$ cat config.mk
export PLATFORM = sky130hd
export DESIGN_NAME = fetch_hazard_ctrl
export DESIGN_NICKNAME = d
export VERILOG_FILES = /design/src/rtl/fetch_ctrl_pkg.sv /design/src/rtl/fetch_hazard_ctrl_bht.sv /design/src/rtl/fetch_hazard_ctrl.sv
export SDC_FILE = /design/constraint.sdc
export NUM_CORES = 1
export LEC_CHECK = 0
export ABC_AREA = 1
export CORE_MARGIN = 2
export CORE_UTILIZATION = 45
export CTS_CLUSTER_SIZE = 30
export DETAILED_ROUTE_END_ITERATION = 12
export PLACE_DENSITY_LB_ADDON = 0.15
export SLEW_MARGIN = 20
export SYNTH_ARGS = -nofsm -noshare
export SYNTH_HDL_FRONTEND = slang
export SYNTH_SLANG_ARGS = --single-unit
$ cat constraint.sdc
create_clock -name clk -period 5.9 [get_ports clk]
set_clock_uncertainty 0.1 [all_clocks]
set_input_delay 1.475 -clock clk [delete_from_list [all_inputs] [get_ports clk]]
set_output_delay 1.475 -clock clk [all_outputs]
set_load 0.02 [all_outputs]
$ cat src/rtl/fetch_ctrl_pkg.sv
`default_nettype none
// ============================================================================
// Module   : fetch_ctrl_pkg
// Brief    : Shared types and helpers for the fetch hazard controller:
//            controller state encoding, halt opcode and BHT counter encodings.
// Revision : 1.0 - initial release
// ============================================================================
package fetch_ctrl_pkg;

    // Controller sequencing states
    typedef enum logic [1:0] {
        ST_RUN    = 2'd0,
        ST_REDIR  = 2'd1,
        ST_DRAIN  = 2'd2,
        ST_HALTED = 2'd3
    } ctrl_state_t;

    // Opcode the decoder maps onto id_is_halt
    localparam logic [3:0] OPC_HALT = 4'hF;

    // Two-bit branch history counter encodings
    localparam logic [1:0] BHT_SNT = 2'd0;
    localparam logic [1:0] BHT_WNT = 2'd1;
    localparam logic [1:0] BHT_WT  = 2'd2;
    localparam logic [1:0] BHT_ST  = 2'd3;

    // Saturating step of a history counter: up on taken, down on not-taken
    function automatic logic [1:0] bht_sat_step(input logic [1:0] ctr, input logic taken);
        if (taken) begin
            return (ctr == BHT_ST) ? BHT_ST : ctr + 2'd1;
        end
        return (ctr == BHT_SNT) ? BHT_SNT : ctr - 2'd1;
    endfunction

endpackage : fetch_ctrl_pkg
`default_nettype wire

$ cat src/rtl/fetch_hazard_ctrl_bht.sv
`default_nettype none
// ============================================================================
// Module   : bht_2bit
// Brief    : Array of 2-bit saturating branch history counters. Combinational
//            read port for the decode stage, synchronous update port for the
//            execute stage. A same-cycle read of the entry being updated
//            returns the value from before the update.
// Revision : 1.0 - initial release
// ============================================================================
module bht_2bit
    import fetch_ctrl_pkg::*;
#(
    parameter int IDX_W = 4
) (
    input  logic             clk,
    input  logic             reset,
    input  logic [IDX_W-1:0] i_rd_idx,
    output logic [1:0]       o_rd_ctr,
    input  logic             i_upd_en,
    input  logic [IDX_W-1:0] i_upd_idx,
    input  logic             i_upd_taken
);

    logic [1:0] r_ctr [2**IDX_W];

    assign o_rd_ctr = r_ctr[i_rd_idx];

    // Counters start weakly not-taken; resolved branches step their entry
    always_ff @(posedge clk or posedge reset) begin
        if (reset) begin
            for (int i = 0; i < 2**IDX_W; i++) begin
                r_ctr[i] <= BHT_WNT;
            end
        end else if (i_upd_en) begin
            r_ctr[i_upd_idx] <= bht_sat_step(r_ctr[i_upd_idx], i_upd_taken);
        end
    end

endmodule : bht_2bit
`default_nettype wire

$ cat src/rtl/fetch_hazard_ctrl.sv
`default_nettype none
// ============================================================================
// Module   : fetch_hazard_ctrl
// Brief    : Pipeline sequencer for the fetch stage. Resolves mispredict
//            recovery, load-use interlock, halt drain and BHT-based
//            prediction into same-cycle fetch controls.
// Revision : 1.0 - initial release
// ============================================================================
module fetch_hazard_ctrl
    import fetch_ctrl_pkg::*;
#(
    parameter int PC_W      = 8,
    parameter int REG_W     = 4,
    parameter int BHT_IDX_W = 4,
    parameter int DRAIN_CYC = 3,
    parameter int CNT_W     = 16
) (
    input  logic             clk,
    input  logic             reset,
    input  logic             id_valid,
    input  logic [PC_W-1:0]  id_pc,
    input  logic             id_is_branch,
    input  logic [PC_W-1:0]  id_target,
    input  logic             id_is_halt,
    input  logic [REG_W-1:0] id_rs1,
    input  logic [REG_W-1:0] id_rs2,
    input  logic             id_use_rs1,
    input  logic             id_use_rs2,
    input  logic             ex_valid,
    input  logic             ex_is_load,
    input  logic [REG_W-1:0] ex_rd,
    input  logic             ex_is_branch,
    input  logic             ex_taken,
    input  logic             ex_predicted,
    input  logic [PC_W-1:0]  ex_pc,
    input  logic [PC_W-1:0]  ex_target,
    output logic             stall,
    output logic             flush,
    output logic             PC_sel,
    output logic             predict_taken,
    output logic [PC_W-1:0]  branch_target,
    output logic             id_ex_bubble,
    output logic             id_pred,
    output logic             halt,
    output logic [CNT_W-1:0] mispredict_cnt,
    output logic [CNT_W-1:0] branch_cnt
);

    localparam int              DCNT_W       = (DRAIN_CYC > 1) ? $clog2(DRAIN_CYC) : 1;
    localparam logic [DCNT_W-1:0] c_drain_load = DCNT_W'(DRAIN_CYC - 1);

    ctrl_state_t       r_state;
    logic [DCNT_W-1:0] r_drain_cnt;
    logic              r_halt;
    logic [CNT_W-1:0]  r_mp_cnt;
    logic [CNT_W-1:0]  r_br_cnt;

    logic [1:0]        w_bht_ctr;
    logic              w_bht_taken;
    logic              w_resolve;
    logic              w_mispredict;
    logic              w_load_use;
    logic              w_halt_dec;
    logic              w_predict;
    logic [PC_W-1:0]   w_ex_pc_inc;
    logic              w_unused_pc_bits;

    bht_2bit #(
        .IDX_W (BHT_IDX_W)
    ) u_bht (
        .clk         (clk),
        .reset       (reset),
        .i_rd_idx    (id_pc[BHT_IDX_W-1:0]),
        .o_rd_ctr    (w_bht_ctr),
        .i_upd_en    (w_resolve),
        .i_upd_idx   (ex_pc[BHT_IDX_W-1:0]),
        .i_upd_taken (ex_taken)
    );

    // Only the low PC bits index the table
    assign w_unused_pc_bits = ^id_pc[PC_W-1:BHT_IDX_W];

    assign w_bht_taken  = (w_bht_ctr >= BHT_WT);
    assign w_resolve    = ex_valid & ex_is_branch;
    assign w_mispredict = w_resolve & (ex_taken != ex_predicted);
    assign w_load_use   = id_valid & ex_valid & ex_is_load &
                          ((id_use_rs1 & (id_rs1 == ex_rd)) |
                           (id_use_rs2 & (id_rs2 == ex_rd)));
    assign w_halt_dec   = id_valid & id_is_halt;
    assign w_predict    = id_valid & id_is_branch & w_bht_taken;
    assign w_ex_pc_inc  = ex_pc + PC_W'(1);

    assign halt           = r_halt;
    assign mispredict_cnt = r_mp_cnt;
    assign branch_cnt     = r_br_cnt;

    // Same-cycle fetch controls, prioritised mispredict > load-use > halt > predict
    always_comb begin
        stall         = 1'b0;
        flush         = 1'b0;
        PC_sel        = 1'b0;
        predict_taken = 1'b0;
        branch_target = '0;
        id_ex_bubble  = 1'b0;
        id_pred       = 1'b0;
        if (!reset) begin
            id_pred = id_is_branch & w_bht_taken;
            if (r_state != ST_HALTED) begin
                if (w_mispredict) begin
                    PC_sel        = 1'b1;
                    flush         = 1'b1;
                    id_ex_bubble  = 1'b1;
                    branch_target = ex_taken ? ex_target : w_ex_pc_inc;
                end else begin
                    case (r_state)
                        ST_RUN: begin
                            if (w_load_use) begin
                                stall        = 1'b1;
                                id_ex_bubble = 1'b1;
                            end else if (!w_halt_dec && w_predict) begin
                                predict_taken = 1'b1;
                                flush         = 1'b1;
                                branch_target = id_target;
                            end
                        end
                        ST_REDIR: begin
                            flush        = 1'b1;
                            id_ex_bubble = 1'b1;
                        end
                        ST_DRAIN: begin
                            stall = 1'b1;
                        end
                        default: ;
                    endcase
                end
            end
        end
    end

    // Sequencing state, drain countdown, halt flag and saturating counters
    always_ff @(posedge clk or posedge reset) begin
        if (reset) begin
            r_state     <= ST_RUN;
            r_drain_cnt <= '0;
            r_halt      <= 1'b0;
            r_mp_cnt    <= '0;
            r_br_cnt    <= '0;
        end else begin
            if (w_resolve && !(&r_br_cnt)) begin
                r_br_cnt <= r_br_cnt + CNT_W'(1);
            end
            if (w_mispredict && !(&r_mp_cnt)) begin
                r_mp_cnt <= r_mp_cnt + CNT_W'(1);
            end
            if (r_state != ST_HALTED) begin
                if (w_mispredict) begin
                    // A mispredict also cancels any wrong-path halt drain
                    r_state     <= ST_REDIR;
                    r_drain_cnt <= '0;
                end else begin
                    case (r_state)
                        ST_RUN: begin
                            if (!w_load_use && w_halt_dec) begin
                                r_state     <= ST_DRAIN;
                                r_drain_cnt <= c_drain_load;
                            end
                        end
                        ST_REDIR: begin
                            r_state <= ST_RUN;
                        end
                        ST_DRAIN: begin
                            if (r_drain_cnt == '0) begin
                                r_state <= ST_HALTED;
                                r_halt  <= 1'b1;
                            end else begin
                                r_drain_cnt <= r_drain_cnt - DCNT_W'(1);
                            end
                        end
                        default: ;
                    endcase
                end
            end
        end
    end

endmodule : fetch_hazard_ctrl
`default_nettype wire

==> results.py <==
metrics = {
    "global_routing": {
        "grt_pass1_wl_um": 17500,
        "grt_pass1_vias": 3722,
        "grt_max_degree": 42,
        "antenna_found_initial": 0,
        "grt-ovfl-total": 0,
        "grtUsageTotal_pct": 21.9,
    },
    "power": {
        "swShare_pct": 33.5,
        "leakage_nw": 2.56,
        "p_per_area_nw_per_um2": 308,
        "power_mw": 1.69,
        "netSwitchingPower_mw": 0.568,
        "power_frac_clock_pct": 28.6,
        "p_int_mw": 1.13,
        "power_frac_comb_pct": 31.0,
        "vdd_drop_max_uv": 243,
        "seqPwrFrac_pct": 40.4,
    },
    "clocking": {
        "path_clk_slew_ps": 80,
        "cts_resized": 0,
        "cts_sinks": 69,
        "cts_setup_buffers": 0,
        "cts.htree.levels": 3,
        "cts_buffers": 9,
        "clk_latency_ps": 360,
        "cts_tree": "yes",
        "hold_buffers": 0,
        "clockBufferDepth": 2,
        "cts-root-buf": "clkbuf_8",
    },
    "routing": {
        "wl_met3_um": 600,
        "avgRoutedWirePerCell_um": 13.4,
        "drt-pass1-iter-count": 4,
        "top_layer": "met4",
        "final_antenna_net_count": 0,
        "via_per_inst": 5.00,
        "drc": 0,
        "wl_met1_um": 4900,
        "totalWireLength_um": 10500,
        "vias": 3936,
        "drtIter0Drc": 156,
        "wl_met2_um": 4930,
    },
    "sta": {
        "tns_ps": 0,
        "drv_slew": 0,
        "grt_setup_unrepaired": "no",
        "slew_headroom_pct": 41.9,
        "post-route-min-period_ps": 5510,
        "whs_ps": 381,
        "max_freq_mhz": 181,
        "finalSetupViolations": 0,
        "final_hold_viol_count": 0,
        "finalCritPeriodShare_pct": 93.4,
        "tightest_slew_ps": 870,
    },
    "synth": {
        "syn_nets": 628,
        "synth_top_flop_cell": "dfrtp_1",
        "synth.top_cell.area_share_pct": 31.9,
        "netlist_area_um2": 4160,
        "yosysWarnings": 0,
        "synth-edff-count": 0,
        "yosysMostFrequentCell": "nand2_1",
        "ys_ff_latch": 69,
        "syn_avg_cell_area_um2": 7.36,
        "postSynth.asyncResetShare_pct": 100,
        "synth_common_cells": "133 x nand2_1, 86 x nor2_1, 68 x inv_1, 53 x dfrtp_1, 43 x o21ai_0",
        "synth.largest_area_cell": "dfrtp_1",
        "synth_cell_type_count": 36,
        "yosysSeqAreaShare_pct": 42.0,
        "synth_area_leaders": "dfrtp_1 32%, nand2_1 12%, dfstp_2 10%",
        "postSynthCellCount": 565,
    },
    "placed_design": {
        "gp_congestion": 0.856,
        "post-dp-hpwl_um": 7860,
        "io_buffers": 98,
        "place_area_um2": 5260,
    },
    "final_layout": {
        "drive_gt1_share_pct": 8.14,
        "n_antenna_cell": 0,
        "fin_nets": 734,
        "final_cell_area_um2": 5500,
        "area_growth_pct": 32.4,
    },
    "worst_setup_path": {
        "start_kind": "primary input",
        "cp-end-kind": "output port",
        "worstPathArrival_ps": 3930,
        "crit_type": "primary input to output port",
        "cp.required_ps": 4320,
        "crit_fanout": 8,
    },
    "run_status": {
        "outcome": "finished clean",
    },
    "floorplan": {
        "die_h_um": 100,
        "start_util_pct": 45.6,
        "num_rows": 35,
        "fp.dieW_um": 100,
        "boundaryPins": 103,
        "coreArea_um2": 9110,
        "dieArea_um2": 10000,
    },
    "job": {
        "cap_violations": 0,
    },
    "worst_hold_path": {
        "hold_class": "register to register",
    },
}
## routing by layer
metal  track usage, %  vias up
li1                 -     2011
met1             29.6     1807
met2             35.5      106
met3             4.67       12
met4             6.53        0
met5                0        -
## power by group through the flow
stage               registers, mW  clock network [mW]  logic [mW]
global route                0.701               0.511       0.593
floorplan                   0.720                   0       0.289
CTS                         0.684               0.492       0.530
finish                      0.684               0.485       0.525
detailed placement          0.690                   0       0.527
global placement            0.688                   0       0.513
## state kept, by name, indices dropped and copies added, names as in the netlist
register	cells
r_state	2
u_bht.r_ctr	32
halt	1
branch_cnt	16
mispredict_cnt	16
r_drain_cnt	2
## final cells by class
type,count,area (um2)
clock buffer,11,141
clock inverter,5,108
fill,841,3600
inverter,71,267
multi-input combinational,416,2080
sequential,69,1750
tap,111,139
timing repair buffer,104,1030
## logic make-up (layout without fill, tap and decap cells)
kind of cell | after synthesis | count (layout) | synth area share, %
flops | 69 | 69 | 42.0
fa+ha+maj | 7 | 7 | 2.11
buf+inv | 80 | 191 | 8.03
compound gates | 88 | 88 | 11.3
xor+xnor | 32 | 32 | 6.74
mux | 1 | 1 | 0.271
simple gates | 288 | 288 | 29.6
## per-stage QoR
stage,std cells,utilization (%),setup WS [ps]
3_5_place_dp,771,57.7,424
2_1_floorplan,565,-,1370
5_1_grt,787,60.4,282
4_1_cts,787,60.4,403
6_report,787,60.4,390
3_3_place_gp,771,57.7,447
## path summary, 6_finish.rpt
| kind | slack [ps] | cells past startpoint | start | end |
|---|---|---|---|---|
| worst min register to register | 380 | 1 | halt$_DFFE_PP0P_ | halt$_DFFE_PP0P_ |
| max in group asynchronous | 3090 | 3 | reset | u_bht.r_ctr[24]$_DFFE_PP1P_ |
| worst max register to register | 3890 | 6 | mispredict_cnt[0]$_DFFE_PP0P_ | mispredict_cnt[1]$_DFFE_PP0P_ |
| min in group asynchronous | 1670 | 2 | reset | r_state[1]$_DFFE_PP0P_ |
| worst min-delay path | 380 | 1 | halt$_DFFE_PP0P_ | halt$_DFFE_PP0P_ |
| worst max-delay path | 390 | 9 | ex_pc[1] | branch_target[6] |
## critical path: stages
cell and delay, ps:
clkdlybuf4s50_1 690, ha_1 270, inv_1 80, nor3_1 240
nand2_1 100, o21ai_0 170, o211ai_1 110, a21oi_1 170
clkdlybuf4s50_1 620
## cells in the final DEF, fill, tap and decap left out, types with 2 or more instances in the layout
master / n
a21oi_1: 34
buf_4: 6
bufinv_16: 3
clkbuf_8: 10
clkdlybuf4s50_1: 98
clkinv_4: 2
dfrtp_1: 53
dfstp_2: 16
ha_1: 7
inv_1: 67
inv_2: 4
nand2_1: 133
nand2_2: 2
nand3_1: 41
nand3_2: 3
nand4_1: 5
nor2_1: 86
nor2_4: 2
nor3_1: 8
o211ai_1: 5
o21ai_0: 43
xnor2_1: 15
xor2_1: 17
No activity file was read; power rests on OpenSTA's default activity.
